<file path="src/rtl/cs_pkg.sv">
`default_nettype none
`timescale 1ns/1ps
// cs_pkg: default parameters and derived-width helpers shared by cs_window_filter and its sub-blocks.
package cs_pkg;

   localparam int CS_DATA_W_DEF = 8;
   localparam int CS_DEPTH_DEF  = 9;
   localparam int CS_SHIFT_DEF  = 3;
   localparam int CS_Y_W_DEF    = 10;

   function automatic int cs_clog2(input int value);
      int w;
      w = 0;
      while ((1 << w) < value) w++;
      return w;
   endfunction

   function automatic int cs_sum_width(input int data_w, input int depth);
      return data_w + cs_clog2(depth);
   endfunction

   // Holds sum + DEPTH*appr with headroom, so stage 2 can never overflow.
   function automatic int cs_acc_width(input int data_w, input int depth);
      return cs_sum_width(data_w, depth) + cs_clog2(depth) + 1;
   endfunction

   function automatic int cs_cnt_width(input int depth);
      return cs_clog2(depth + 1);
   endfunction

endpackage
`default_nettype wire

</file>
<file path="src/rtl/cs_appr_search.sv">
`default_nettype none
`timescale 1ns/1ps
// cs_appr_search: combinational search for the largest window entry not exceeding the average.
module cs_appr_search
   import cs_pkg::*;
#(
   parameter int DATA_W = CS_DATA_W_DEF,
   parameter int DEPTH  = CS_DEPTH_DEF
)(
   input  logic [DEPTH*DATA_W-1:0] win_i,
   input  logic [DATA_W-1:0]       avg_i,
   output logic [DATA_W-1:0]       appr_o
);

   logic [DATA_W-1:0] w_entry [DEPTH];
   logic [DATA_W-1:0] w_best;

   genvar gi;
   generate
      for (gi = 0; gi < DEPTH; gi++) begin : g_entry
         assign w_entry[gi] = win_i[gi*DATA_W +: DATA_W];
      end
   endgenerate

   // Starting from 0 doubles as the defensive fallback when nothing qualifies.
   always_comb begin
      w_best = '0;
      for (int i = 0; i < DEPTH; i++) begin
         if ((w_entry[i] <= avg_i) && (w_entry[i] > w_best)) begin
            w_best = w_entry[i];
         end
      end
   end

   assign appr_o = w_best;

endmodule
`default_nettype wire

</file>
<file path="src/rtl/cs_window_filter.sv">
`default_nettype none
`timescale 1ns/1ps
// cs_window_filter: sliding-window filter, Y = sat((sum + DEPTH*appr) >> SHIFT), 2-cycle pipeline.
// Define CS_ROUND_EN to round the average and the final shift instead of truncating.
module cs_window_filter
   import cs_pkg::*;
#(
   parameter int DATA_W = CS_DATA_W_DEF,
   parameter int DEPTH  = CS_DEPTH_DEF,
   parameter int SHIFT  = CS_SHIFT_DEF,
   parameter int Y_W    = CS_Y_W_DEF
)(
   input  logic              clk,
   input  logic              reset,
   input  logic              flush,
   input  logic              in_valid,
   input  logic [DATA_W-1:0] X,
   output logic              out_valid,
   output logic [Y_W-1:0]    Y
);

   localparam int SUM_W = cs_sum_width(DATA_W, DEPTH);
   localparam int ACC_W = cs_acc_width(DATA_W, DEPTH);
   localparam int CNT_W = cs_cnt_width(DEPTH);
   localparam int AVG_W = SUM_W + 1;
   localparam int RND_W = ACC_W + 1;
   localparam int CMP_W = (ACC_W > Y_W) ? ACC_W : Y_W;
   localparam logic [CNT_W-1:0] CNT_FULL = CNT_W'(DEPTH);

   logic [DEPTH-1:0][DATA_W-1:0] win_q, win_d;
   logic [SUM_W-1:0]             sum_q, sum_d;
   logic [CNT_W-1:0]             cnt_q, cnt_d;
   logic                         full_q, full_d;
   logic [SUM_W-1:0]             s1_sum_q;
   logic [DATA_W-1:0]            s1_appr_q;
   logic                         s1_vld_q, s1_vld_d;
   logic                         out_valid_q, out_valid_d;
   logic [Y_W-1:0]               y_q, y_d;

   logic [DEPTH*DATA_W-1:0]      w_win_flat;
   logic [DATA_W-1:0]            w_avg;
   logic [DATA_W-1:0]            w_appr;
   logic [ACC_W-1:0]             w_acc;
   logic [CMP_W-1:0]             w_r;
   logic [Y_W-1:0]               w_y_sat;

   // full_d marks a sample that completes or arrives into a full window.
   always_comb begin
      win_d  = win_q;
      sum_d  = sum_q;
      cnt_d  = cnt_q;
      full_d = 1'b0;
      if (flush) begin
         win_d = '0;
         sum_d = '0;
         cnt_d = '0;
      end else if (in_valid) begin
         win_d  = {win_q[DEPTH-2:0], X};
         sum_d  = sum_q + SUM_W'(X) - SUM_W'(win_q[DEPTH-1]);
         cnt_d  = (cnt_q == CNT_FULL) ? cnt_q : cnt_q + 1'b1;
         full_d = (cnt_q >= CNT_FULL - 1'b1);
      end
   end

`ifdef CS_ROUND_EN
   assign w_avg = DATA_W'((AVG_W'(sum_q) + AVG_W'(DEPTH / 2)) / AVG_W'(DEPTH));
`else
   assign w_avg = DATA_W'(sum_q / SUM_W'(DEPTH));
`endif

   assign w_win_flat = win_q;

   cs_appr_search #(
      .DATA_W (DATA_W),
      .DEPTH  (DEPTH)
   ) u_appr_search (
      .win_i  (w_win_flat),
      .avg_i  (w_avg),
      .appr_o (w_appr)
   );

   assign w_acc = ACC_W'(s1_sum_q) + ACC_W'(DEPTH) * ACC_W'(s1_appr_q);

   generate
`ifdef CS_ROUND_EN
      if (SHIFT > 0) begin : g_round
         assign w_r = CMP_W'((RND_W'(w_acc) + (RND_W'(1) << (SHIFT - 1))) >> SHIFT);
      end else begin : g_noshift
         assign w_r = CMP_W'(w_acc);
      end
`else
      begin : g_trunc
         assign w_r = CMP_W'(w_acc >> SHIFT);
      end
`endif
   endgenerate

   assign w_y_sat = (w_r > CMP_W'({Y_W{1'b1}})) ? {Y_W{1'b1}} : Y_W'(w_r);

   // Flush drops in-flight results but leaves Y untouched.
   always_comb begin
      s1_vld_d    = flush ? 1'b0 : full_q;
      out_valid_d = flush ? 1'b0 : s1_vld_q;
      y_d         = (!flush && s1_vld_q) ? w_y_sat : y_q;
   end

   always_ff @(posedge clk) begin
      if (!reset) begin
         win_q       <= '0;
         sum_q       <= '0;
         cnt_q       <= '0;
         full_q      <= 1'b0;
         s1_sum_q    <= '0;
         s1_appr_q   <= '0;
         s1_vld_q    <= 1'b0;
         out_valid_q <= 1'b0;
         y_q         <= '0;
      end else begin
         win_q       <= win_d;
         sum_q       <= sum_d;
         cnt_q       <= cnt_d;
         full_q      <= full_d;
         s1_sum_q    <= sum_q;
         s1_appr_q   <= w_appr;
         s1_vld_q    <= s1_vld_d;
         out_valid_q <= out_valid_d;
         y_q         <= y_d;
      end
   end

   assign out_valid = out_valid_q;
   assign Y         = y_q;

endmodule
`default_nettype wire
</file>
<file path="config.mk">
export PLATFORM = sky130hd
export DESIGN_NAME = cs_window_filter
export DESIGN_NICKNAME = d
export VERILOG_FILES = /design/src/rtl/cs_pkg.sv /design/src/rtl/cs_appr_search.sv /design/src/rtl/cs_window_filter.sv
export SDC_FILE = /design/constraint.sdc
export NUM_CORES = 1
export LEC_CHECK = 0
export BUFFER_PORTS_ARGS = -buffer_cell sky130_fd_sc_hd__buf_2
export CAP_MARGIN = 10
export CORE_AREA = 2 2 143 145
export CTS_CLUSTER_DIAMETER = 80
export DETAILED_ROUTE_END_ITERATION = 16
export DIE_AREA = 0 0 145 147
export PLACE_DENSITY = 0.84
export RECOVER_POWER = 50
export SYNTH_ARGS = -nofsm -noshare
export SYNTH_HDL_FRONTEND = slang
export SYNTH_SLANG_ARGS = --single-unit
</file>
<file path="constraint.sdc">
create_clock -name clk -period 45.1 [get_ports clk]
set_input_delay 0 -clock clk [delete_from_list [all_inputs] [get_ports clk]]
set_output_delay 0 -clock clk [all_outputs]
set_load 0.005 [all_outputs]
</file>
=== After elaboration in Yosys (flattened, before gate mapping) ===
Cells that the tools add are included.

* Word-level logic and storage cells: 71
* Bits in registers: 121
* Output and inout bits: 11

* Equality and inequality tests: 1
* $lt $le $gt $ge: 20
* Div/mod/pow operators: 1
* Bitwise logic cells: 3
* Reduce and logical (&&, ||, !) cells: 14
* Add/subtract/negate cells: 4
* Multipliers: 1
* Mux-type cells: 10

{| class="wikitable"
|+ Operators by type and width
! operator !! count
|-
| <= comparator 8 bit || 9
|-
| two-way mux 8 bit || 9
|-
| > comparator 8 bit || 8
|-
| adder 12 x 12 -> 13 bit || 1
|-
| adder 12 x 8 -> 12 bit || 1
|-
| divider 12 x 4 -> 12 bit, second input constant || 1
|-
| multiplier 4 x 8 -> 12 bit, first input constant || 1
|-
| subtractor 12 x 8 -> 12 bit || 1
|-
| > comparator 10 bit, second input constant || 1
|-
| logical AND 1 bit || 10
|-
| two-way mux 10 bit || 1
|-
| > comparator 8 x 1 -> 1 bit, second input constant || 1
|-
| adder 4 x 1 -> 4 bit, second input constant || 1
|-
| == test 4 bit, second input constant || 1
|-
| >= comparator 4 bit, second input constant || 1
|-
| inverter 1 bit || 3
|-
| OR reduction 3 bit || 1
|-
| AND reduction 2 bit || 1
|-
| OR reduction 2 bit || 1
|-
| logical NOT 1 bit || 1
|}

=== Logic depth before layout (Yosys ltp) ===
* Depth after elaboration: 28
* Mapped depth: 129

=== Modules after synthesis ===
From an unflattened synthesis, not the netlist that was laid out.

* Cells, all modules: 1393
* Area, all modules: 11658.7 µm²

{| class="wikitable"
|+ Modules (own cells, without submodules)
! module !! cells an instance !! times used !! area each (µm²) !! sequential area each (µm²)
|-
| cs_window_filter || 818 || 1 || 7264.5 || 2422.3
|-
| cs_appr_search || 575 || 1 || 4394.2 || 0.0
|}

=== Worst setup path before layout ===
OpenSTA, ideal clock, no wires.

* Path type: register to register
* Start: register sum_q[9]
* End: register s1_appr_q[4]
* Buffers on the path: 10
* Period minus slack after synthesis: 22.162 ns
* Data required time: 45.030 ns
* Slack: 22.938 ns
* Stages on the path, launching flop included: 117
* Data arrival time: 22.092 ns
* Path through: dfxtp_1 -> clkbuf_1 -> inv_1 -> ha_1 -> a21oi_2 -> xnor2_1 -> or3_1 -> a21oi_1 -> inv_1 -> maj3_2 -> a211oi_4 -> o211ai_2 -> and4_1 -> buf_6 -> mux2_4 -> a311oi_4 -> nand3_2 -> clkinv_1 -> (+81 left out) -> o21ai_0 -> nand2_1 -> o21a_1 -> nand2_1 -> a22o_1 -> and3_1 -> buf_2 -> mux2_2 -> ha_1 -> o21a_1 -> o21ai_0 -> nand2b_1 -> a21oi_1 -> o21ai_0 -> o311ai_1 -> clkbuf_1 -> o21ai_0 -> a21oi_1

* Longest elaborated chain between the ends: 28
* Elaborated cells between the ends (all ways): 36
* Classes of those cells: div (1); order compare (17); mux (9); reduce/logical (9)

{| class="wikitable"
|+ RTL lines
! element !! line !! RTL
|-
| start: declaration || cs_window_filter.sv:31 || <nowiki>logic [SUM_W-1:0] sum_q, sum_d;</nowiki>
|-
| start signal: assignment || cs_window_filter.sv:120 || <nowiki>sum_q <= sum_d;</nowiki>
|-
| divider 12 x 4 -> 12 bit * || cs_window_filter.sv:68 || <nowiki>assign w_avg = DATA_W'(sum_q / SUM_W'(DEPTH));</nowiki>
|-
| <= comparator 8 bit || cs_appr_search.sv:29 || <nowiki>if ((w_entry[i] <= avg_i) && (w_entry[i] > w_best)) begin</nowiki>
|-
| logical AND 1 bit || cs_appr_search.sv:29 ||
|-
| two-way mux 8 bit || cs_appr_search.sv:29 ||
|-
| > comparator 8 bit || cs_appr_search.sv:29 ||
|-
| logical AND 1 bit || cs_appr_search.sv:29 ||
|-
| two-way mux 8 bit || cs_appr_search.sv:29 ||
|-
| > comparator 8 bit || cs_appr_search.sv:29 ||
|-
| (+12 left out) || - ||
|-
| logical AND 1 bit || cs_appr_search.sv:29 ||
|-
| two-way mux 8 bit || cs_appr_search.sv:29 ||
|-
| > comparator 8 bit || cs_appr_search.sv:29 ||
|-
| logical AND 1 bit || cs_appr_search.sv:29 ||
|-
| two-way mux 8 bit || cs_appr_search.sv:29 ||
|-
| > comparator 8 bit || cs_appr_search.sv:29 ||
|-
| logical AND 1 bit || cs_appr_search.sv:29 ||
|-
| two-way mux 8 bit * || cs_appr_search.sv:29 ||
|-
| end signal: assignment || cs_window_filter.sv:124 || <nowiki>s1_appr_q <= w_appr;</nowiki>
|-
| end: declaration || cs_window_filter.sv:35 || <nowiki>logic [DATA_W-1:0] s1_appr_q;</nowiki>
|}

Every way passes the cells marked *; elsewhere a longest branch is shown, timed or not.
A chain may end at the register's enable or synchronous reset.

=== Worst setup path in the final report ===
* Start: register sum_q[9]
* End: register s1_appr_q[2]

The elaborated chain is that of the path after synthesis.

==> results.yml <==
global_routing:
  grt_pass1_wl_um: 47050
  grt.met1_usage: 0.3338
  grt.met3_usage: 0.05497
  grt-ovfl-total: 0
  busiest_layer: "met2"
  global_route.usage.total: 0.2678
  antenna_violations_before_repair: 1
  grt_start_max_net_pins: 91
  met2_usage: 0.4486
  number_of_global_route_vias_before_repair: 9772
sta:
  timing.fmax_ghz: 0.03900
  timing_hold_violations_final: 0
  rsz0062_at_grt: "false"
  setup-tns-final_ns: 0
  finalCriticalPeriod_ns: 25.64
  setup_viol_count_final: 0
  timing.max_slew.rel_slack: -1.737
  final_max_slew_viol_count: 91
  timing.final.crit_share: 0.5685
  final.setup_skew_ns: 0.007994
  tightest_slew_ns: 4.106
critical_path:
  critical_path.endpoint_type: "flip-flop"
  worstSetupPathType: "reg2reg"
  critical_path.max_stage_delay_ns: 0.82
  worst_ep_arrival_ns: 25.99
  cp.required_ns: 45.46
  crit_path_start_kind: "flip-flop"
  cp_max_fo: 18
  critPathSlowestCell: "and4_1"
cells_and_area:
  finish.net_count: 1552
  drive_above_1_share: 0.07927
  count_of_filler_cells_inserted_in_the_layout: 1653
  area_delta_synth_final_pct: 8.752
  fin_util: 0.6119
  antenna_cells: 0
clocking:
  clkSlewWorstSetupHoldPaths_ns: 0.06
  cts_post_setup_buffers_inserted: 0
  max-clock-path-buffers: 2
  cts_buffers: 17
  cts.sinks: 121
  clock_tree.htree_level_count: 4
  ctsRootBufferMaster: "clkbuf_16"
  insertion_delay_of_the_later_clocked_pin_in_the_worst_skew_pair_ns: 0.44
  cts_tree: "done"
logic_synthesis:
  synth_warnings: 0
  synth.cell_area_mm2: 0.01116
  synthFlopType: "dfxtp_1"
  synth_top_area_share: 0.2170
  post-synth-top-area-cell: "dfxtp_1"
  synth_edf_count: 0
  post_synth_inst_count: 1352
  post_synth_most_frequent_cells: "ha_1, nor2_1, dfxtp_1, inv_1, mux2i_1"
  yosys.cell_count.top_type: "ha_1"
  async_flop_share: 0
  synth_top_cells_by_area: "dfxtp_1, ha_1, mux2i_1"
  synth_cell_types: 100
  postSynthNetCount: 1542
  synth-seq-cells: 121
  synth_sequential_area_ratio: 0.2170
  syn_area_per_cell_um2: 8.258
floorplanning:
  rows: 52
  num_io_pins: 23
  die_x_um: 145
  core-area_mm2: 0.01984
  effective_utilization_at_floorplan: 0.5626
  die_height_um: 147
  die-area_mm2: 0.02132
power_and_ir_drop:
  p_leak_nw: 5.604
  switching_power_mw: 0.4274
  share_clk_of_total_power: 0.160
  power.share.combinational: 0.704
  power_density_mw_per_mm2: 71.82
  max-vdd-ir-drop_uv: 51.95
  intPower_mw: 0.4446
  part_of_the_total_power_dissipated_in_sequential_elements: 0.136
  swShare: 0.4902
routing:
  drt_iter0_markers: 753
  post-route-drc-count: 0
  drt_wl_total_um: 28320
  detail_route.wl_per_cell_um: 17.21
  drtPass1Iterations: 5
  vias: 10031
  avgViaCountPerCell: 6.098
  ant_nets: 0
status:
  run_status: "finished, violations left"
  violations: "max-capacitance violations, max-slew violations"
placed_design:
  gp_congestion: 0.9047
  port_buffers: 22
  hpwlAfterDp_um: 20840
flow_run:
  max_cap_violations: 1
min_path:
  hold_path.class: "in2reg"
## worst paths after layout
path	startpoint	to	slack, ns	cells after the start
min	reset	Y[9]$_SDFFE_PN0P_	0.03	3
max	sum_q[9]$_SDFFE_PP0P_	s1_appr_q[2]$_SDFF_PN0_	19.46	105
max reg2reg	sum_q[9]$_SDFFE_PP0P_	s1_appr_q[2]$_SDFF_PN0_	19.46	105
min reg2reg	full_q$_SDFF_PP0_	s1_vld_q$_SDFF_PP0_	0.41	2
## repair_timing
action                     in CTS  in global routing
resized for setup               0                  0
hold buffers                    9                  0
setup endpoints to repair       0                  0
hold endpoints to repair       11                  0
## through the flow
stage | total power, mW | area, um2 | std cells | worst slack [ns] | hold slack (ns)
finish | 0.8720 | 12140 | 1645 | 19.46 | 0.02823
global route | 0.9513 | 12140 | 1645 | 17.47 | 0.04887
CTS | 0.8614 | 12160 | 1645 | 20.01 | 0.03231
detailed placement | 0.7171 | 11480 | 1604 | 20.13 | 0.2695
global placement | 0.6937 | 11480 | 1604 | 21.08 | 0.2538
floorplan | 0.6063 | 11160 | 1352 | 22.94 | 0.1384
## layout make-up
type,count,area (um2),area share
well taps,270,337.8,0.02782
flip-flops and latches,121,2422,0.1995
clock inverters,14,162.7,0.01340
inverters,122,457.9,0.03772
multi-input cells,1063,8094,0.6666
repair buffers,37,237.7,0.01958
clock buffers,18,429.2,0.03535
## layer usage
layer,routed length (um),part of all wire,vias up
li1,-,-,4827
met5,0,0,-
met3,2025,0.072,92
met4,904,0.032,0
met2,13160,0.46,404
met1,12220,0.43,4708
## cells by family (layout without fill, tap and decap cells)
family | after synthesis | after routing | share of synthesized area
simple gates | 400 | 400 | 0.1745
mux | 110 | 110 | 0.1018
xor+xnor | 44 | 44 | 0.03754
flops | 121 | 121 | 0.2170
compound gates | 328 | 328 | 0.2000
buf+inv | 168 | 191 | 0.05805
fa+ha+maj | 181 | 181 | 0.2111
## registers in the layout, summed over array words and instances, names as in the netlist
signal / flops
Y: 10
cnt_q: 4
full_q: 1
out_valid: 1
s1_appr_q: 8
s1_sum_q: 12
s1_vld_q: 1
sum_q: 12
w_win_flat: 72
## layout by cell type, fill, tap and decap left out, types with 8 or more instances in the layout
cell type      count
fa_1              13
and2_1            26
o21ai_0           75
o31ai_1            9
nor3_1            13
inv_1            119
a31oi_1            8
o21a_1            13
and3_1            10
nand4_1           20
xor2_1            18
nor2b_1           20
nand2b_1          16
nand2_1           91
a211oi_1          13
mux2i_1           96
dfxtp_1          121
nor2_1           137
a21oi_1           88
a21o_1            24
mux2_2            11
ha_1             165
buf_2             16
dlygate4sd3_1      9
xnor2_1           23
nand3_1           25
clkbuf_16         17
## worst max-delay path, delay by kind of cell (launching register included)
family | cells | cell delay [ns]
multiplexers | 4 | 1.55
adder cells (fa/ha/maj) | 10 | 2.97
AO/OA/AOI/OAI | 46 | 9.44
buffers and inverters | 8 | 0.89
flip-flops | 1 | 0.58
AND/OR/NAND/NOR | 35 | 9.44
XOR/XNOR | 2 | 0.64
## power groups by stage
| stage | logic, mW | clock network, mW | registers [mW] |
|---|---|---|---|
| after global routing | 0.687 | 0.146 | 0.119 |
| after global placement | 0.573 | 0 | 0.120 |
| final | 0.614 | 0.139 | 0.118 |
| after CTS | 0.603 | 0.141 | 0.118 |
| after detailed placement | 0.597 | 0 | 0.120 |
| after floorplan | 0.488 | 0 | 0.118 |
Power figures use the tool's default switching activity.
